[src/rtl/plot_arbiter.sv]
// plot_arbiter: merges NCH pixel writers into one registered, clipped plot port
module plot_arbiter #(
  parameter int    NCH            = 3,
  parameter string RESOLUTION     = "160x120",
  parameter int    COLOR_DEPTH    = 9,
  parameter int    FIXED_PRIORITY = 0,
  localparam int   NX   = RESOLUTION == "640x480" ? 10 : RESOLUTION == "320x240" ? 9 : 8,
  localparam int   NY   = RESOLUTION == "640x480" ? 9 : RESOLUTION == "320x240" ? 8 : 7,
  localparam int   XMAX = RESOLUTION == "640x480" ? 640 : RESOLUTION == "320x240" ? 320 : 160,
  localparam int   YMAX = RESOLUTION == "640x480" ? 480 : RESOLUTION == "320x240" ? 240 : 120
) (
  input  logic                       CLOCK_50,
  input  logic                       RESET,
  input  logic [NCH-1:0]             ch_valid,
  output logic [NCH-1:0]             ch_ready,
  input  logic [NCH*NX-1:0]          ch_x,
  input  logic [NCH*NY-1:0]          ch_y,
  input  logic [NCH*COLOR_DEPTH-1:0] ch_color,
  input  logic                       stall,
  output logic [NX-1:0]              VGA_X,
  output logic [NY-1:0]              VGA_Y,
  output logic [23:0]                VGA_COLOR,
  output logic                       plot,
  output logic [2:0]                 VGA_CH,
  output logic [15:0]                drop_count
);
  localparam int C = COLOR_DEPTH / 3;
  logic [NX-1:0] xs [8];
  logic [NY-1:0] ys [8];
  logic [23:0]   cs [8];
  logic [7:0]    v8;
  logic [2:0]    rr_ptr, start, gnt;
  logic          found, free, xfer, clip;
  for (genvar i = 0; i < 8; i++) begin : g_ch
    if (i < NCH) begin : g_used
      assign xs[i] = ch_x[i*NX +: NX];
      assign ys[i] = ch_y[i*NY +: NY];
      for (genvar k = 0; k < 3; k++) begin : g_comp
        for (genvar j = 0; j < 8; j++) begin : g_bit
          assign cs[i][8*k + 7 - j] = ch_color[i*COLOR_DEPTH + C*k + C - 1 - (j % C)];
        end
      end
    end else begin : g_pad
      assign xs[i] = '0;
      assign ys[i] = '0;
      assign cs[i] = '0;
    end
  end
  assign v8    = 8'(ch_valid);
  assign free  = !plot || !stall;
  assign start = FIXED_PRIORITY != 0 ? 3'(NCH - 1) : rr_ptr;
  // Search from start+1 upward with wrap; the loop runs backwards so the nearest valid channel wins
  always_comb begin
    found = 1'b0;
    gnt = '0;
    for (int k = NCH; k >= 1; k--)
      if (v8[3'((int'(start) + k) % NCH)]) begin
        found = 1'b1;
        gnt = 3'((int'(start) + k) % NCH);
      end
  end
  assign xfer     = free && found;
  assign clip     = xs[gnt] >= NX'(XMAX) || ys[gnt] >= NY'(YMAX);
  assign ch_ready = NCH'(8'(xfer && !RESET) << gnt);
  // Output register: loads on an unclipped transfer, clears plot when idle, freezes while stalled
  always_ff @(posedge CLOCK_50 or posedge RESET)
    if (RESET) begin
      plot <= 1'b0;
      VGA_X <= '0;
      VGA_Y <= '0;
      VGA_COLOR <= '0;
      VGA_CH <= '0;
      drop_count <= '0;
      rr_ptr <= 3'(NCH - 1);
    end else if (free) begin
      plot <= xfer && !clip;
      if (xfer) rr_ptr <= gnt;
      if (xfer && !clip) begin
        VGA_X <= xs[gnt];
        VGA_Y <= ys[gnt];
        VGA_COLOR <= cs[gnt];
        VGA_CH <= gnt;
      end
      if (xfer && clip && drop_count != 16'hFFFF) drop_count <= drop_count + 16'd1;
    end
endmodule

[config.mk]
export PLATFORM = sky130hd
export DESIGN_NAME = plot_arbiter
export DESIGN_NICKNAME = d
export VERILOG_FILES = /design/src/rtl/plot_arbiter.sv
export SDC_FILE = /design/constraint.sdc
export NUM_CORES = 1
export LEC_CHECK = 0
export ABC_AREA = 1
export BUFFER_PORTS_ARGS = -buffer_cell sky130_fd_sc_hd__buf_2
export CAP_MARGIN = 0
export CORE_MARGIN = 2
export CORE_UTILIZATION = 35
export DETAILED_ROUTE_END_ITERATION = 10
export PLACE_DENSITY = 0.61
export SYNTH_ARGS = -nofsm -noshare
export SYNTH_HDL_FRONTEND = slang
export SYNTH_SLANG_ARGS = --single-unit
[constraint.sdc]
create_clock -name CLOCK_50 -period 11 [get_ports CLOCK_50]
set_input_delay 2.2 -clock CLOCK_50 [delete_from_list [all_inputs] [get_ports CLOCK_50]]
set_output_delay 2.2 -clock CLOCK_50 [all_outputs]
set_load 0.005 [all_outputs]
# == Word level (Yosys, flattened, before mapping) ==
# Index checks and enable logic that the tools add are counted.
# word_totals
input_bits,78
reg_bits,62
output_inout_bits,62
elab_cells,61
# op_classes
n_bitwise,1
n_addsub,4
div,3
magnitude_cmp,6
n_shift,1
muxes,24
n_reduce_logical,14
eq_ne,1
# op_table
operator,n
remainder unit 32 x 3 -> 32 bit (second input constant),3
binary-select mux 24 bit (select 3 bit),1
two-way mux 24 bit,2
binary-select mux 8 bit (select 3 bit),1
binary-select mux 7 bit (select 3 bit),1
adder 16 x 1 -> 16 bit (second input constant),1
two-way mux 8 bit,2
inequality test 16 bit (second input constant),1
less-than comparator 3 x 5 -> 1 bit (second input constant),3
two-way mux 7 bit,2
binary-select mux 1 bit (select 3 bit),3
two-way mux 1 bit,9
two-way mux 3 bit,3
adder 3 x 2 -> 4 bit (second input constant),2
>= comparator 8 bit (second input constant),1
>= comparator 7 bit (second input constant),1
AND reduction 2 bit,3
logical AND 1 bit,5
adder 3 x 1 -> 4 bit (second input constant),1
>= comparator 4 bit (second input constant),1
logical NOT 1 bit,4
NOT 3 -> 4 bit,1
<< shifter 1 x 3 -> 3 bit,1
logical OR 1 bit,2

# == Depth between registers and ports, before layout ==
# Gate-level depths: netlist of run 1.
# logic_depth
word_depth,17
mapped_depth,35
ltp_nobuf,34

# == Least setup slack after synthesis of run 1 ==
# OpenSTA, ideal clock, no wires.
# synth_timing
path_kind,in2out
start,in RESET
end,out ch_ready[0]
required_time_ns,8.800
path_stages,3
arrival_time_ns,3.615
path_slack_ns,5.185
n_path_buf,0
path_cell_list,inv_1 nand2_1 nor3_1
# synth_via
elab_chain_len,3
# synth_lines
item,line_no,source
"start, declared",13,"input logic RESET,"
logical NOT 1 bit (no line),n/a,
logical AND 1 bit,64,assign ch_ready = NCH'(8'(xfer && !RESET) << gnt);
<< shifter 1 x 3 -> 3 bit,64,
"end, declared",15,"output logic [NCH-1:0] ch_ready,"
# No other way between the ends.

# == Worst setup path after layout of run 1 ==
# layout_timing
start,reg rr_ptr[1]
end,out ch_ready[0]
# layout_via
elab_chain_len,11
word_cells_on_any_way,24
classes_between,add/sub: 3; div: 3; shift: 1; mux: 15; reduce/logical: 2
# layout_lines
item,line_no,source
"start, declared",32,"logic [2:0] rr_ptr, start, gnt;"
"start signal, assigned",74,rr_ptr <= 3'(NCH - 1);
"start signal, assigned",77,if (xfer) rr_ptr <= gnt;
adder 3 x 2 -> 4 bit,"57, 59",
remainder unit 32 x 3 -> 32 bit,"57, 59",
binary-select mux 1 bit (select 3 bit),57,if (v8[3'((int'(start) + k) % NCH)]) begin
two-way mux 1 bit (implied by the code) (2 in a row),57,
two-way mux 1 bit (3 in a row),57,
logical AND 1 bit,62,assign xfer = free && found;
logical AND 1 bit,64,
<< shifter 1 x 3 -> 3 bit *,64,
# Mark *: on every way between the ends. The rest lies on a longest branch, timed or not. The select of a mux whose other input is x is not followed.

==> results of run 1 <==
-- path summary, 6_finish.rpt --
check | startpoint | end | depth (start not counted)
worst min register to register | VGA_CH[1] | VGA_CH[1] | 2
worst max-delay path | rr_ptr[1] | ch_ready[0] | 23
max in group asynchronous | RESET | VGA_X[4] | 3
worst max register to register | rr_ptr[1] | VGA_COLOR[21] | 29
min in group asynchronous | RESET | VGA_CH[2] | 3
worst min-delay path | VGA_CH[1] | VGA_CH[1] | 2
-- stage by stage --
stage | cell area [um^2] | setup slack (ns) | hold slack (ns) | utilization | cells
after floorplan | 4090 | 5.18 | 0.465 | - | 597
after global placement | 4730 | 4.85 | 0.452 | 0.415 | 845
after detailed placement | 4730 | 4.69 | 0.453 | 0.415 | 845
after CTS | 4890 | 4.37 | 0.469 | 0.428 | 852
after global routing | 4890 | 3.92 | 0.499 | 0.428 | 852
final | 4890 | 4.37 | 0.465 | 0.428 | 852
-- cell type report --
cell class | instances | area (um^2)
fill | 1217 | 6530
clock inverter | 1 | 30.0
tap | 143 | 179
clock buffer | 6 | 129
timing repair buffer | 142 | 718
sequential | 47 | 1180
multi-input combinational | 446 | 2410
inverter | 67 | 251
-- flip-flops by register name (all words and copies together), names as in the netlist --
signal / cells
drop_count: 16
VGA_X: 8
rr_ptr: 3
plot: 1
VGA_CH: 3
VGA_Y: 7
VGA_COLOR: 9
-- critical path, cell delays in order, from the launching register on --
cell and delay (ns):
dfstp_2 0.62, inv_1 0.15, ha_1 0.22, inv_1 0.05
nand2_1 0.05, nand2_2 0.12, nor2_4 0.04, ha_1 0.21
ha_1 0.21, a21oi_2 0.16, nand2_2 0.10, xor2_1 0.25
ha_1 0.22, inv_1 0.08, nor2_1 0.14, o21ai_1 0.11
nand4_1 0.09, nand2_1 0.06, o21ai_1 0.08, nand2_1 0.08
nand2_2 0.35, inv_2 0.34, nor3_1 0.26, buf_2 0.14
-- routing by layer --
metal	GRT usage	wire length, um
met5	0	0
met1	0.246	5160
met4	0.0325	86
met3	0.0292	728
met2	0.312	5270
-- kinds of logic after synthesis --
kind of cell               after synthesis  share of synthesized area
AOI/OAI and AO/OA                       44                     0.0630
DFF                                     47                      0.288
and+or+nand+nor                        365                      0.426
adders and majority gates               21                     0.0642
xor gates and xnor gates                16                     0.0343
buffers and inverters                  104                      0.125
-- cells in the final DEF, fill, tap and decap left out, drive strengths merged --
master / n
xnor2: 4
dfstp: 1
clkbuf: 6
nand4: 38
xor2: 12
a31oi: 1
nor2: 50
nor4: 4
nor3: 5
a21oi: 6
inv: 67
dfrtp: 46
a41oi: 1
a21boi: 1
nand2: 217
ha: 21
bufinv: 1
nand3: 50
o21ai: 35
buf: 142
nand3b: 1
==> results.toml, run 1 <==
[synthesis]
synthCells = 597
synth_top_cell_area_share = 0.281
synth.area.top_cells = "dfrtp_1 (28%), nand2_1 (17%), ha_1 (6.4%)"
synth_edf_count = 0
yosys_warnings = 0
syn-num-nets = 696
ys_top_cells_by_count = "nand2_1 (182), inv_1 (59), dfrtp_1 (46), nor2_1 (46), nand3_1 (43)"
synthArstFlopShare = 1.00
synth.most_common_cell = "nand2_1"
synth_top_flop_cell = "dfrtp_1"
syn_area_um2 = 4090
ys_ff_latch = 47
synth_cell_type_count = 35
syn-mean-instance-area_um2 = 6.85
synth-seq-area-share = 0.288
synth.largest_area_cell = "dfrtp_1"

[sta]
skew_ns = 0.00843
period_share = 0.602
period_minus_slack_ns = 6.63
drv_slew = 0
fmax_mhz = 151
slew_headroom = 0.415
setup_tns_ns = 0
tightest_slew_ns = 0.877
rsz0062_at_grt = "no"
hold_viol_final = 0
setup_violations = 0

[floorplan]
fp.coreArea_um2 = 11400
die_w_um = 112
die_y_um = 112
initial_core_util = 0.358
num_rows = 39
die-area_um2 = 12600
io_pins = 140

[drt]
drt_wl_total_um = 11200
ant_nets = 0
first_iter_violations = 174
drc_errors = 0
num_vias = 4111
dr.pass1.iters = 4
routed_via_density = 4.83
post_drt_wl_per_cell_um = 13.2

[place]
portBuffers = 139
hpwl_um = 8640
place.gp.congestion = 0.860

[clock_network]
cts_tree = "done"
cts_setup_buffers = 0
cts_num_sinks = 47
cts_buffers = 5
cts_hold_buf = 0
clock_latency_ns = 0.28
cts_resized = 0
clockBufferDepth = 2
htreeDepth = 2
path_clk_slew_ns = 0.06
ctsRootBufferMaster = "clkbuf_16"

[setup_path]
end_kind = "primary output"
crit_path_start_kind = "flip-flop"
worstPathRequired_ns = 8.80
cp.arrival_ns = 4.43
ff2ff_setup_slack_ns = 5.82
worstSetupPathType = "flip-flop to primary output"
path_max_fanout = 31

[cells_and_area]
area_growth_pct = 19.6
nets = 808
antenna_cells = 0
drive_gt1_frac = 0.296

[global_route]
grt_use_total = 0.182
grt_start_max_net_pins = 49
grt_pass1_wl_um = 19200
first_global_vias = 3985
antenna_found_initial = 0
grt_overflow = 0

[job]
cap_viol_max_count = 0

[status]
run_status = "finished, final reports clean"

[hold_path]
hold_path_class = "flip-flop to flip-flop"
Power of run 1 is not shown: default switching activity piles up to over one toggle a cycle in this logic, so the estimate is an artifact.
==> run 2: changes to the inputs <==
==> constraint.sdc (replaced) <==
create_clock -name CLOCK_50 -period 6.6 [get_ports CLOCK_50]
set_input_delay 1.32 -clock CLOCK_50 [delete_from_list [all_inputs] [get_ports CLOCK_50]]
set_output_delay 1.32 -clock CLOCK_50 [all_outputs]
set_load 0.005 [all_outputs]
==> run 2 against run 1 <==
Utilization rose by 0.16 points. Routed wire length rose by 0.98%. First-iteration DRC count rose by 24%. Sequential share of layout area fell by 0.092 points. Die area did not move. Worst hold slack barely moved. Non-clock buffer count did not move. Critical endpoint unchanged.
==> results.toml, run 2 (synthesis gave the netlist of run 1 again) <==
[status]
run_status = "finished, final reports clean"

[floorplan]
die_y_um = 112
die_w_um = 112
die-area_um2 = 12600
fp.coreArea_um2 = 11400
num_rows = 39
initial_core_util = 0.358
io_pins = 140

[global_route]
first_global_vias = 3964
grt_start_max_net_pins = 49
grt_pass1_wl_um = 18700
antenna_found_initial = 0
grt_use_total = 0.179
grt_overflow = 0

[sta]
period_share = 0.867
setup_violations = 0
period_minus_slack_ns = 5.72
setup_tns_ns = 0
fmax_mhz = 175
hold_viol_final = 0
tightest_slew_ns = 0.890
rsz0062_at_grt = "no"
slew_headroom = 0.407
drv_slew = 0
skew_ns = 0.00482
worst_slack_ns = 0.878

[setup_path]
worstReg2RegEnd = "VGA_Y[2]"
cp.arrival_ns = 4.40
cp_slowest_cell = "dfrtp_1"
ff2ff_setup_slack_ns = 1.38
ff2ff_path_depth = 29
reg2reg_from = "rr_ptr[0]"
crit_family = "simple AND/OR/NAND/NOR gates"
worstSetupPathType = "flip-flop to primary output"
path_max_fanout = 31
end_kind = "primary output"
worst-path-buf-inv = 5
crit_path_start_kind = "flip-flop"
critical_path.startpoint = "rr_ptr[0]"
worst_path_largest_cell_delay_ns = 0.65
worstPathRequired_ns = 5.28
crit_chain = "inv_1 -> ha_1 -> inv_1 -> nand2_1 -> nand2_2 -> nor2_4 -> ha_1 -> ha_1 -> a21oi_2 -> nand2_2 -> xor2_1 -> ha_1 -> inv_1 -> nand3_2 -> nand2_1 -> nand2_2 -> nand4_1 -> nand2_1 -> o21ai_1 -> nand2_1 -> nand2_2 -> inv_2 -> nor3_1 -> buf_2"

[clock_network]
cts_buffers = 5
clockBufferDepth = 2
cts_resized = 0
cts_hold_buf = 0
cts_setup_buffers = 0
cts_num_sinks = 47
ctsRootBufferMaster = "clkbuf_16"
clock_latency_ns = 0.29
path_clk_slew_ns = 0.07
htreeDepth = 2
cts_tree = "done"

[drt]
dr.pass1.iters = 5
first_iter_violations = 216
drc_errors = 0
num_vias = 4189
drt_wl_total_um = 11400
routed_via_density = 4.91
post_drt_wl_per_cell_um = 13.3
ant_nets = 0

[hold_path]
hp-start = "VGA_X[1]"
min_to = "VGA_X[1]"
hold_path_class = "flip-flop to flip-flop"
min_path_cells = 2

[cells_and_area]
area_growth_pct = 20.1
largest_reg_flops = 16
drive_gt1_frac = 0.299
largestRegisters = "drop_count (16), VGA_COLOR (9), VGA_X (8)"
final_common_cell = "nand2_1"
final_area_um2 = 4910
post-route-util = 0.430
antenna_cells = 0
mostFrequentLayoutCells = "nand2_1 (182), buf_2 (139), inv_1 (58), dfrtp_1 (46), nor2_1 (46)"
nets = 808
top_register = "drop_count"

[place]
place_ws_ns = 1.21
placed_area_um2 = 4730
portBuffers = 139
hpwl_um = 8540
place.gp.congestion = 0.886

[job]
cap_viol_max_count = 0
[run 2: changes by cell type in the layout (fill, tap and decap cells not counted), sizes merged]
cell  previous run  this run
inv             67        68
[run 2: area by class of cell]
type | instances | area, um^2
repair buffers | 142 | 718
multi-input cells | 446 | 2410
clock inverters | 2 | 38.8
well taps | 143 | 179
clock buffers | 6 | 139
inverters | 67 | 251
fillers | 1204 | 6510
flip-flops and latches | 47 | 1180
[run 2: worst register-to-register path, delay by kind of cell (launching register included)]
family / cells / cell delay, ns
AND/OR/NAND/NOR: 18 / 2.37
XOR/XNOR: 1 / 0.24
flip-flops: 1 / 0.65
adder cells (fa/ha/maj): 4 / 0.88
AO/OA/AOI/OAI: 2 / 0.19
buffers and inverters: 4 / 0.78
[run 2: worst max path at each step]
stage / endpoint / depth (start not counted) / slack (ns)
finish: ch_ready[0] / 24 / 0.88
global route: ch_ready[0] / 24 / 0.41
CTS: ch_ready[0] / 24 / 0.88
detailed placement: ch_ready[0] / 24 / 1.21
global placement: ch_ready[0] / 24 / 1.40
floorplan: ch_ready[0] / 26 / 1.81
[run 2: stage by stage]
step | cells | hold slack (ns)
after floorplan | 597 | 0.465
after CTS | 853 | 0.470
final | 853 | 0.464
after detailed placement | 845 | 0.453
after global routing | 853 | 0.495
after global placement | 845 | 0.452
[run 2: layer usage]
| metal | up-vias | routed length [um] | global-route usage |
|---|---|---|---|
| li1 | 2130 | - | - |
| met1 | 1919 | 5430 | 0.240 |
| met2 | 131 | 5200 | 0.308 |
| met3 | 9 | 603 | 0.0254 |
| met4 | 0 | 124 | 0.0374 |
| met5 | - | 0 | 0 |
Power of run 2 is left out for the same reason.
==> run 3: changes to the inputs <==
--- a/config.mk
+++ b/config.mk
@@ -8,8 +8,9 @@
 export ABC_AREA = 1
 export BUFFER_PORTS_ARGS = -buffer_cell sky130_fd_sc_hd__buf_2
 export CAP_MARGIN = 0
-export CORE_MARGIN = 2
+export CORE_MARGIN = 5
 export CORE_UTILIZATION = 35
+export CTS_BUF_LIST = sky130_fd_sc_hd__clkbuf_8
 export DETAILED_ROUTE_END_ITERATION = 10
 export PLACE_DENSITY = 0.61
 export SYNTH_ARGS = -nofsm -noshare
==> run 3 against run 2 <==
Worst setup slack worse by 0.046 ns. Flip-flop and latch count unchanged. Via count down 0.79%. Critical path depth unchanged. Global-route usage down 1.6 points. Non-clock buffer count unchanged. Design area down 1.9%. Worst hold slack better by 0.0062 ns. Clock skew up 0.0024 ns. Maximum frequency down 0.80%. Die area up 11%. Routed wire length up 2.6%. Highest routed layer unchanged.
==> results.toml, run 3 (synthesis gave the netlist of run 1 again) <==
[status]
run_status = "finished, final reports clean"

[global_route]
grt_use_total = 0.163
first_global_vias = 4151
grt_pass1_wl_um = 19500
antenna_found_initial = 0
grt_overflow = 0
grt_start_max_net_pins = 49

[sta]
setup_violations = 0
period_minus_slack_ns = 5.77
hold_viol_final = 0
slew_headroom = 0.423
fmax_mhz = 173
hold_slack_ns = 0.470
period_share = 0.874
rsz0062_at_grt = "no"
setup_tns_ns = 0
skew_ns = 0.00719
drv_slew = 0
tightest_slew_ns = 0.865

[clock_network]
htreeDepth = 2
cts_setup_buffers = 0
clockBufferDepth = 2
cts_hold_buf = 0
cts_tree = "done"
clock_latency_ns = 0.30
cts_resized = 0
cts_buffers = 5
cts_num_sinks = 47
path_clk_slew_ns = 0.09
ctsRootBufferMaster = "clkbuf_8"

[floorplan]
io_pins = 140
num_rows = 39
initial_core_util = 0.358
die_y_um = 118
die-area_um2 = 13900
die_w_um = 118
fp.coreArea_um2 = 11400

[cells_and_area]
final.fill_count = 1199
largest_reg_flops = 16
antenna_cells = 0
multi_input_area_um2 = 2410
area_growth_pct = 17.7
largestRegisters = "drop_count (16), VGA_COLOR (9), VGA_X (8)"
nets = 808
final_common_cell = "nand2_1"
drive_gt1_frac = 0.298
mostFrequentLayoutCells = "nand2_1 (182), buf_2 (139), inv_1 (58), dfrtp_1 (46), nor2_1 (46)"
post-route-util = 0.422
top_register = "drop_count"
seq_area_um2 = 1180

[setup_path]
crit_chain = "inv_1 -> ha_1 -> inv_1 -> nand2_1 -> nand2_2 -> nor2_4 -> ha_1 -> ha_1 -> a21oi_2 -> nand2_2 -> xor2_1 -> ha_1 -> inv_1 -> nand3_2 -> nand2_1 -> nand2_2 -> nand4_1 -> nand2_1 -> o21ai_1 -> nand2_1 -> nand2_2 -> inv_2 -> nor3_1 -> buf_2"
worst-path-buf-inv = 5
cp_slowest_cell = "dfrtp_1"
cp.arrival_ns = 4.45
worstPathRequired_ns = 5.28
ff2ff_setup_slack_ns = 1.37
end_kind = "primary output"
worst_path_largest_cell_delay_ns = 0.66
ff2ff_path_depth = 29
path_max_fanout = 31
worstSetupPathType = "flip-flop to primary output"
worstReg2RegEnd = "VGA_COLOR[6]"
crit_path_start_kind = "flip-flop"
crit_family = "simple AND/OR/NAND/NOR gates"
reg2reg_from = "rr_ptr[0]"

[drt]
drt_wl_total_um = 11700
ant_nets = 0
routed_via_density = 4.88
num_vias = 4156
dr.pass1.iters = 4
first_iter_violations = 242
post_drt_wl_per_cell_um = 13.7
drc_errors = 0

[hold_path]
hp-start = "VGA_CH[2]"
hold_path_class = "flip-flop to flip-flop"
min_to = "VGA_CH[2]"
min_path_cells = 2

[place]
hpwl_um = 8900
portBuffers = 139
place.gp.congestion = 0.897

[job]
cap_viol_max_count = 0
==> run 3: worst max path at each step <==
stage,from,end,slack (ns),cells after the start
2_1_floorplan,rr_ptr[1],ch_ready[0],1.81,26
3_3_place_gp,rr_ptr[0],ch_ready[0],1.40,24
3_5_place_dp,rr_ptr[0],ch_ready[0],1.21,24
4_1_cts,rr_ptr[0],ch_ready[0],0.86,24
5_1_grt,rr_ptr[0],ch_ready[0],0.45,24
6_report,rr_ptr[0],ch_ready[0],0.83,24
==> run 3: area by class of cell <==
cell class | count | area share
Clock inverter | 2 | 0.00286
Clock buffer | 5 | 0.0143
Timing Repair Buffer | 142 | 0.149
Tap cell | 143 | 0.0372
Multi-Input combinational cell | 446 | 0.500
Sequential cell | 47 | 0.244
Inverter | 67 | 0.0522
==> run 3: worst reg2reg max path: cells and delay by family (launching register included) <==
kind                     cells  cell delay, ns
AO/OA/AOI/OAI                2            0.21
XOR/XNOR                     1            0.25
adder cells (fa/ha/maj)      4            0.87
buffers and inverters        4            0.80
flip-flops                   1            0.66
AND/OR/NAND/NOR             18            2.36
==> run 3: metal layers <==
metal  global-route usage  up-vias  part of all wire
met5                    0        -                 0
met4               0.0366        0            0.0088
met3               0.0399        9             0.080
met2                0.290      133              0.49
met1                0.198     1891              0.42
li1                     -     2123                 -
==> run 3: metrics by stage <==
step / setup WS (ns) / instance area (um^2) / std cells
final: 0.832 / 4820 / 852
after global routing: 0.446 / 4820 / 852
after CTS: 0.863 / 4820 / 852
after detailed placement: 1.21 / 4730 / 845
after global placement: 1.40 / 4730 / 845
after floorplan: 1.81 / 4090 / 597
Power of run 3 is left out for the same reason.
